==> src/rtl/ram_boot_loader_pkg.sv <==
// Shared definitions for the RAM boot loader: default bus widths, loader
// state encoding and a small state classification helper.
package ram_boot_loader_pkg;

  localparam int DEF_DATALINES = 16;
  localparam int DEF_ADLINES   = 8;

  typedef enum logic [2:0] {
    ST_IDLE   = 3'd0,
    ST_LOAD   = 3'd1,
    ST_VERIFY = 3'd2,
    ST_CHECK  = 3'd3,
    ST_RUN    = 3'd4,
    ST_FAIL   = 3'd5
  } state_t;

  // States during which the loader reports itself as busy.
  function automatic logic is_busy_state(input state_t s);
    return (s == ST_LOAD) || (s == ST_VERIFY);
  endfunction

endpackage

==> src/rtl/ram_boot_loader_if.sv <==
// Word stream plus RAM bus seen by the boot loader. The loader is the
// master: it drives in_ready and the RAM strobes/address/data, and
// receives the stream word and the combinational RAM read data.
interface ram_boot_loader_if
  import ram_boot_loader_pkg::*;
#(
  parameter int DATALINES = DEF_DATALINES,
  parameter int ADLINES   = DEF_ADLINES
);

  logic [DATALINES-1:0] in_data;
  logic                 in_valid;
  logic                 in_ready;
  logic [ADLINES-1:0]   addressbus;
  logic [DATALINES-1:0] toram;
  logic [DATALINES-1:0] fromram;
  logic                 read;
  logic                 write;

  modport master (
    input  in_data, in_valid, fromram,
    output in_ready, addressbus, toram, read, write
  );

  modport slave (
    output in_data, in_valid, fromram,
    input  in_ready, addressbus, toram, read, write
  );

endinterface

==> src/rtl/ram_addr_seq.sv <==
// Address sequencer shared by the load and verify passes: holds the base
// address and word count, steps an index, and produces the modular RAM
// address (wrapping at 2^ADLINES) together with a terminal-count flag.
module ram_addr_seq #(
  parameter int ADLINES = 8,
  parameter int CNTW    = ADLINES + 1
) (
  input  logic               clk,
  input  logic               rst_n,
  input  logic               init,
  input  logic [ADLINES-1:0] base_in,
  input  logic [CNTW-1:0]    count_in,
  input  logic               clr,
  input  logic               inc,
  output logic [ADLINES-1:0] addr,
  output logic [ADLINES-1:0] addr_next,
  output logic               last
);

  logic [ADLINES-1:0] base_q;
  logic [CNTW-1:0]    count_q;
  logic [CNTW-1:0]    idx_q;

  // Capture base/count on a new load; index restarts on init or clr.
  always_ff @(posedge clk or negedge rst_n) begin
    if (!rst_n) begin
      base_q  <= '0;
      count_q <= '0;
      idx_q   <= '0;
    end else if (init) begin
      base_q  <= base_in;
      count_q <= count_in;
      idx_q   <= '0;
    end else if (clr) begin
      idx_q <= '0;
    end else if (inc) begin
      idx_q <= idx_q + CNTW'(1);
    end
  end

  // Only the low index bits reach the address, so images longer than the
  // RAM wrap around and overwrite from base.
  assign addr      = base_q + idx_q[ADLINES-1:0];
  assign addr_next = addr + ADLINES'(1);
  assign last      = (idx_q == count_q - CNTW'(1));

endmodule

==> src/rtl/ram_boot_loader.sv <==
// Program loader: streams words into RAM from a programmable base, can
// read the image back and compare checksums, then enables the CU. Owns
// the RAM bus in every state except RUN.
module ram_boot_loader
  import ram_boot_loader_pkg::*;
#(
  parameter int DATALINES = DEF_DATALINES,
  parameter int ADLINES   = DEF_ADLINES,
  parameter int CNTW      = ADLINES + 1
) (
  input  logic               clk,
  input  logic               rst_n,
  input  logic               load_start,
  input  logic [ADLINES-1:0] load_base,
  input  logic [CNTW-1:0]    load_count,
  input  logic               verify_en,
  input  logic               halt,
  ram_boot_loader_if.master  ramif,
  output logic               cpu_enable,
  output logic               busy,
  output logic               error
);

  // Checksum accumulate, wrapping modulo 2^DATALINES.
  function automatic logic [DATALINES-1:0] sum_wrap(
    input logic [DATALINES-1:0] a,
    input logic [DATALINES-1:0] b
  );
    return a + b;
  endfunction

  state_t               state_q, state_d;
  logic                 done_q, done_d;
  logic                 ver_q, ver_d;
  logic                 err_q, err_d;
  logic                 rdy_q, rdy_d;
  logic                 cpu_q, cpu_d;
  logic                 busy_q, busy_d;
  logic [ADLINES-1:0]   addr_p1, addr_d;
  logic [DATALINES-1:0] wdata_p1, wdata_d;
  logic                 vld_p1, vld_d;
  logic                 rd_p1, rd_d;
  logic [DATALINES-1:0] wsum_q, wsum_d;
  logic [DATALINES-1:0] rsum_q, rsum_d;

  logic                 seq_init, seq_clr, seq_inc;
  logic [ADLINES-1:0]   seq_addr, seq_addr_next;
  logic                 seq_last;
  logic                 accept;

  ram_addr_seq #(
    .ADLINES (ADLINES),
    .CNTW    (CNTW)
  ) u_seq (
    .clk       (clk),
    .rst_n     (rst_n),
    .init      (seq_init),
    .base_in   (load_base),
    .count_in  (load_count),
    .clr       (seq_clr),
    .inc       (seq_inc),
    .addr      (seq_addr),
    .addr_next (seq_addr_next),
    .last      (seq_last)
  );

  assign accept = ramif.in_valid & rdy_q;

  // Next state and next registered outputs; everything defaults to idle bus.
  always_comb begin
    state_d  = state_q;
    done_d   = done_q;
    ver_d    = ver_q;
    err_d    = err_q;
    rdy_d    = 1'b0;
    cpu_d    = 1'b0;
    addr_d   = '0;
    wdata_d  = '0;
    vld_d    = 1'b0;
    rd_d     = 1'b0;
    wsum_d   = wsum_q;
    rsum_d   = rsum_q;
    seq_init = 1'b0;
    seq_clr  = 1'b0;
    seq_inc  = 1'b0;

    if (halt) begin
      state_d = ST_IDLE;
      done_d  = 1'b0;
    end else begin
      case (state_q)
        ST_IDLE, ST_FAIL: begin
          if (load_start) begin
            seq_init = 1'b1;
            ver_d    = verify_en;
            err_d    = 1'b0;
            done_d   = 1'b0;
            wsum_d   = '0;
            rsum_d   = '0;
            if (load_count == '0) begin
              state_d = ST_RUN;
              cpu_d   = 1'b1;
            end else begin
              state_d = ST_LOAD;
              rdy_d   = 1'b1;
            end
          end
        end
        ST_LOAD: begin
          if (done_q) begin
            // Last write cycle is on the bus now; leave LOAD at its close.
            done_d = 1'b0;
            if (ver_q) begin
              state_d = ST_VERIFY;
              addr_d  = seq_addr;
              rd_d    = 1'b1;
            end else begin
              state_d = ST_RUN;
              cpu_d   = 1'b1;
            end
          end else begin
            rdy_d = 1'b1;
            if (accept) begin
              addr_d  = seq_addr;
              wdata_d = ramif.in_data;
              vld_d   = 1'b1;
              wsum_d  = sum_wrap(wsum_q, ramif.in_data);
              if (seq_last) begin
                seq_clr = 1'b1;
                done_d  = 1'b1;
                rdy_d   = 1'b0;
              end else begin
                seq_inc = 1'b1;
              end
            end
          end
        end
        ST_VERIFY: begin
          // The read on the bus this cycle is closed out at this edge.
          rsum_d = sum_wrap(rsum_q, ramif.fromram);
          if (seq_last) begin
            state_d = ST_CHECK;
          end else begin
            seq_inc = 1'b1;
            addr_d  = seq_addr_next;
            rd_d    = 1'b1;
          end
        end
        ST_CHECK: begin
          if (rsum_q == wsum_q) begin
            state_d = ST_RUN;
            cpu_d   = 1'b1;
          end else begin
            state_d = ST_FAIL;
            err_d   = 1'b1;
          end
        end
        ST_RUN: begin
          cpu_d = 1'b1;
        end
        default: begin
          state_d = ST_IDLE;
        end
      endcase
    end

    busy_d = is_busy_state(state_d);
  end

  // Control state and all registered outputs (stage p1 drives the RAM bus).
  always_ff @(posedge clk or negedge rst_n) begin
    if (!rst_n) begin
      state_q  <= ST_IDLE;
      done_q   <= 1'b0;
      ver_q    <= 1'b0;
      err_q    <= 1'b0;
      rdy_q    <= 1'b0;
      cpu_q    <= 1'b0;
      busy_q   <= 1'b0;
      addr_p1  <= '0;
      wdata_p1 <= '0;
      vld_p1   <= 1'b0;
      rd_p1    <= 1'b0;
    end else begin
      state_q  <= state_d;
      done_q   <= done_d;
      ver_q    <= ver_d;
      err_q    <= err_d;
      rdy_q    <= rdy_d;
      cpu_q    <= cpu_d;
      busy_q   <= busy_d;
      addr_p1  <= addr_d;
      wdata_p1 <= wdata_d;
      vld_p1   <= vld_d;
      rd_p1    <= rd_d;
    end
  end

  // Checksum accumulators; cleared by every accepted load_start before use.
  always_ff @(posedge clk) begin
    wsum_q <= wsum_d;
    rsum_q <= rsum_d;
  end

  assign ramif.in_ready   = rdy_q;
  assign ramif.addressbus = addr_p1;
  assign ramif.toram      = wdata_p1;
  assign ramif.write      = vld_p1;
  assign ramif.read       = rd_p1;
  assign cpu_enable       = cpu_q;
  assign busy             = busy_q;
  assign error            = err_q;

endmodule

==> src/flat_wrapper.sv <==
// flat-port wrapper written by rule: the top's interface ports become plain ports
module ram_boot_loader_flat import ram_boot_loader_pkg::*;
#(
  parameter int DATALINES = DEF_DATALINES,
  parameter int ADLINES   = DEF_ADLINES,
  parameter int CNTW      = ADLINES + 1
)
  (clk, rst_n, load_start, load_base, load_count, verify_en, halt, cpu_enable, busy, error, ramif_in_data, ramif_in_valid, ramif_fromram, ramif_in_ready, ramif_addressbus, ramif_toram, ramif_read, ramif_write);
  ram_boot_loader_if #(.DATALINES(DATALINES), .ADLINES(ADLINES)) ramif_i ();
  input  logic clk;
  input  logic rst_n;
  input  logic load_start;
  input  logic [ADLINES-1:0] load_base;
  input  logic [CNTW-1:0] load_count;
  input  logic verify_en;
  input  logic halt;
  output logic cpu_enable;
  output logic busy;
  output logic error;
  input wire logic [$bits(ramif_i.in_data)-1:0] ramif_in_data;
  input wire logic [$bits(ramif_i.in_valid)-1:0] ramif_in_valid;
  input wire logic [$bits(ramif_i.fromram)-1:0] ramif_fromram;
  output wire logic [$bits(ramif_i.in_ready)-1:0] ramif_in_ready;
  output wire logic [$bits(ramif_i.addressbus)-1:0] ramif_addressbus;
  output wire logic [$bits(ramif_i.toram)-1:0] ramif_toram;
  output wire logic [$bits(ramif_i.read)-1:0] ramif_read;
  output wire logic [$bits(ramif_i.write)-1:0] ramif_write;
  assign ramif_i.in_data = ramif_in_data;
  assign ramif_i.in_valid = ramif_in_valid;
  assign ramif_i.fromram = ramif_fromram;
  assign ramif_in_ready = ramif_i.in_ready;
  assign ramif_addressbus = ramif_i.addressbus;
  assign ramif_toram = ramif_i.toram;
  assign ramif_read = ramif_i.read;
  assign ramif_write = ramif_i.write;
  ram_boot_loader #(.DATALINES(DATALINES), .ADLINES(ADLINES), .CNTW(CNTW)) u_core (.clk(clk), .rst_n(rst_n), .load_start(load_start), .load_base(load_base), .load_count(load_count), .verify_en(verify_en), .halt(halt), .ramif(ramif_i), .cpu_enable(cpu_enable), .busy(busy), .error(error));
endmodule
==> config.mk <==
export PLATFORM = sky130hd
export DESIGN_NAME = ram_boot_loader_flat
export DESIGN_NICKNAME = d
export VERILOG_FILES = /design/src/rtl/ram_boot_loader_pkg.sv /design/src/rtl/ram_boot_loader_if.sv /design/src/rtl/ram_addr_seq.sv /design/src/rtl/ram_boot_loader.sv /design/src/flat_wrapper.sv
export SDC_FILE = /design/constraint.sdc
export NUM_CORES = 1
export LEC_CHECK = 0
export ABC_AREA = 1
export CELL_PAD_IN_SITES_DETAIL_PLACEMENT = 0
export CELL_PAD_IN_SITES_GLOBAL_PLACEMENT = 1
export CORE_MARGIN = 5
export CORE_UTILIZATION = 41
export CTS_CLUSTER_SIZE = 12
export DETAILED_ROUTE_END_ITERATION = 12
export PLACE_DENSITY = 0.92
export SYNTH_ARGS = -nofsm -noshare
export SYNTH_HDL_FRONTEND = slang
export SYNTH_SLANG_ARGS = --single-unit
==> constraint.sdc <==
create_clock -name clk -period 2.9 [get_ports clk]
set_input_delay 0.725 -clock clk [delete_from_list [all_inputs] [get_ports clk]]
set_output_delay 0.725 -clock clk [all_outputs]
set_load 0.02 [all_outputs]
==> out/qor.txt <==
run status: complete, no violations
Worst EP arrival: 2810 ps
number of violations reported at the end of detailed-routing iteration 0: 378
number of fill cells in the layout: 1449
most common library cell in the layout ignoring fill and taps: nand2_1
final count of pins violating max slew: 0
buffer cell driving the clock tree root: clkbuf_16
maximum vdd ir drop: 0.317 mV
Wirelength per Cell: 13.9 um
number of routed nets with antenna violations: 0
power per cell area: 626 nW/um^2
type of the worst min-delay path: in2async
critical path class: in2reg
total congestion overflow after global routing: 0
core outline area: 15100 um^2
layout cells sized above 1: 0.0717
sequence of cells on the critical path: clkdlybuf4s50_1 -> ha_1 -> inv_1 -> fa_1 -> inv_1 -> nand3_1 -> nand2_1 -> a21boi_0 -> buf_4 -> nand3b_1 -> a21oi_2 -> nor2_1
number of buffers created by CTS: 9
Reg clk slew, reported paths: 80 ps
dpl cell area: 7470 um^2
Setup crit end kind: flip-flop
Synth area leader: dfrtp_1
Max Fclk: 371 MHz
cells taking the most area after synthesis: dfrtp_1 24%, edfxtp_1 15%, nand2_1 12%
RR Endpoint: u_core.ramif.addressbus[6]
Worst-Margin Slew: 589 ps
static leakage power: 3.80 nW
Area Growth Syn to Fin: 24.3%
worst path required time: 3020 ps
Async S/R FF share, synth: 0.656
reported max-cap violation count: 0
pin count of the biggest net entering global routing: 29
count of input and output buffers: 84
Routed WL: 15400 um
sequential element share of the synthesized area: 0.396
setup repair after global routing missed its margin: false
multiplexer share of the synthesized area: 0
maximum cell stage delay along the critical path: 530 ps
post-layout instance area: 7800 um^2
count of state elements after synthesis: 93
Period Utilization, post-route: 0.929
Post-DP HPWL: 12100 um
all-layer global routing usage: 0.177
insertion delay of the later-clocked pin in the worst-skew pair: 360 ps
worst r2r path cells: 9
slew margin rel.: 0.608
cell repeated most along the worst path: inv_1
total of warnings raised by yosys: 0
post-synthesis cell type count: 44
sink count of the clock tree: 93
critical-path cell with the highest stage delay: clkdlybuf4s50_1
initial antenna violation count: 0
area of the die: 17900 um^2
startpoint of the worst setup timing path: ramif_in_data[0]
mapped cell area: 6280 um^2
Initial Utilization: 0.416
maximum fanout along the worst path: 3
post-placement worst setup slack: -157 ps
post-route setup slack: 206 ps
fin nets: 1014
Critical path buffers and inverters: 4
post-detailed-route via-to-cell ratio: 4.98
compound-cell area share of the yosys netlist: 0.126
xor and xnor fraction of the mapped netlist area: 0.0492
Tmin final: 2690 ps
type of element launching the critical path: input port
origin of the critical flop-to-flop path: u_core.u_seq.idx_q[0]
commonest cells after routing, fill and taps aside: 198 x nand2_1, 109 x inv_1, 83 x clkdlybuf4s50_1
post-synthesis simple-gate area fraction: 0.262
clock tree from TritonCTS: done
worst-case register-to-register setup slack: 560 ps
Cell Count, Final, Fillers Out: 1109
top-area cell type share of the netlist area: 0.243
routability congestion estimate from global placement: 0.874
Fin Hold WS: 379 ps
count of vias placed by the detailed router: 5521
vias in the first global route: 5194
number of buffers on the longest clock path: 2
Top delay family on crit path: buffers and inverters
global-route wire length before repair: 25500 um
die height: 134 um
cell total after placement: 1093
CP Capture Point: u_core.wsum_q[14]
final routed DRC violation total: 0
Diodes inserted: 0
Synth Instances: 810
Max H-tree Level: 3
area share of fa/ha/maj cells after synthesis: 0.0893
combinational family with the most area after synthesis: simple AND/OR/NAND/NOR gates
number of detailed-routing iterations run before antenna repair: 5
Final setup violation count: 0
dominant synthesized flop cell: dfrtp_1
number of enable flip-flop cells after synthesis: 32
number of stages on the worst setup path: 12
ports placed on the boundary: 85
final hold violation count: 0
row count: 45
Synth Area per Inst: 7.75 um^2
worst setup skew after layout: 11.3 ps
Die Width: 134 um
Post-Synthesis Net Count: 908
per-layer routing:
layer	up-vias	routed length (um)	GRT usage
met4	0	207	0.0549
met5	-	0	0
met3	15	761	0.0261
li1	2891	-	-
met2	118	6680	0.272
met1	2497	7760	0.256
power by group:
group / internal [mW] / switching [mW] / total (mW)
Combinational: 0.733 / 1.07 / 1.80
Clock: 0.785 / 0.523 / 1.31
Sequential: 1.57 / 0.211 / 1.78
worst reg2reg max path, stage by stage, from the launching register on:
cell,delay (ps)
dfrtp_1,460
ha_1,260
fa_1,540
ha_1,170
nand2_1,90
nor3_1,300
nand3b_1,120
nand2_1,80
nand3_1,70
a21oi_1,160
cell families (layout without fill, tap and decap cells):
| logic type | count (synthesis) | count (layout) |
|---|---|---|
| fa+ha+maj | 43 | 43 |
| simple gates | 373 | 373 |
| flops | 93 | 93 |
| buf+inv | 127 | 238 |
| compound gates | 142 | 142 |
| xor+xnor | 32 | 32 |
repair_timing:
action / CTS / global route
buffers inserted: 0 / 0
setup endpoints to repair: 0 / 1
hold buffers: 0 / 0
resized for setup: 0 / 2
cell type report:
class,instances,area [um^2],share of cell area
multi-input cells,590,3320,0.425
flip-flops and latches,93,2490,0.319
repair buffers,106,1000,0.128
inverters,116,435,0.0558
clock buffers,10,239,0.0306
well taps,188,235,0.0301
clock inverters,6,91.3,0.0117
state kept, by name (all words and copies together), names as in the netlist:
register,count
u_core.u_seq.count_q,9
u_core.cpu_enable,1
u_core.rsum_q,16
u_core.ramif.addressbus,8
u_core.ver_q,1
u_core.wsum_q,16
u_core.done_q,1
u_core.state_q,3
u_core.ramif.toram,16
u_core.ramif.write,1
u_core.busy,1
u_core.ramif.read,1
u_core.error,1
u_core.u_seq.idx_q,9
u_core.u_seq.base_q,8
u_core.ramif.in_ready,1
per-stage QoR:
step	TNS (ps)	utilization	total power, mW
floorplan	0	-	3.06
global placement	-313	0.495	3.58
detailed placement	-557	0.495	3.60
CTS	0	0.517	4.92
global route	0	0.517	5.26
finish	0	0.517	4.89
synthesized netlist by cell type, types with 5 or more instances:
cell type and count:
xor2_1 9, o31ai_1 5, xnor2_1 21, clkbuf_1 6, nand3_1 42, nor2_1 81
a21oi_1 71, nand3b_1 8, ha_1 40, edfxtp_1 32, o21a_1 8, inv_2 7
nand4_1 19, buf_2 5, o21ai_0 35, o21bai_1 5, inv_1 109, nand2_1 198
nor3_1 7, a31oi_1 6, dfrtp_1 61
worst min path at each step:
stage / end / slack, ps / cells past startpoint
3_5_place_dp: u_core.u_seq.base_q[5] / 470 / 2
4_1_cts: u_core.cpu_enable / 380 / 1
5_1_grt: u_core.cpu_enable / 420 / 1
2_1_floorplan: u_core.busy / 430 / 0
6_report: u_core.cpu_enable / 380 / 1
3_3_place_gp: u_core.u_seq.base_q[3] / 470 / 2
No activity file was read; power rests on OpenSTA's default activity.
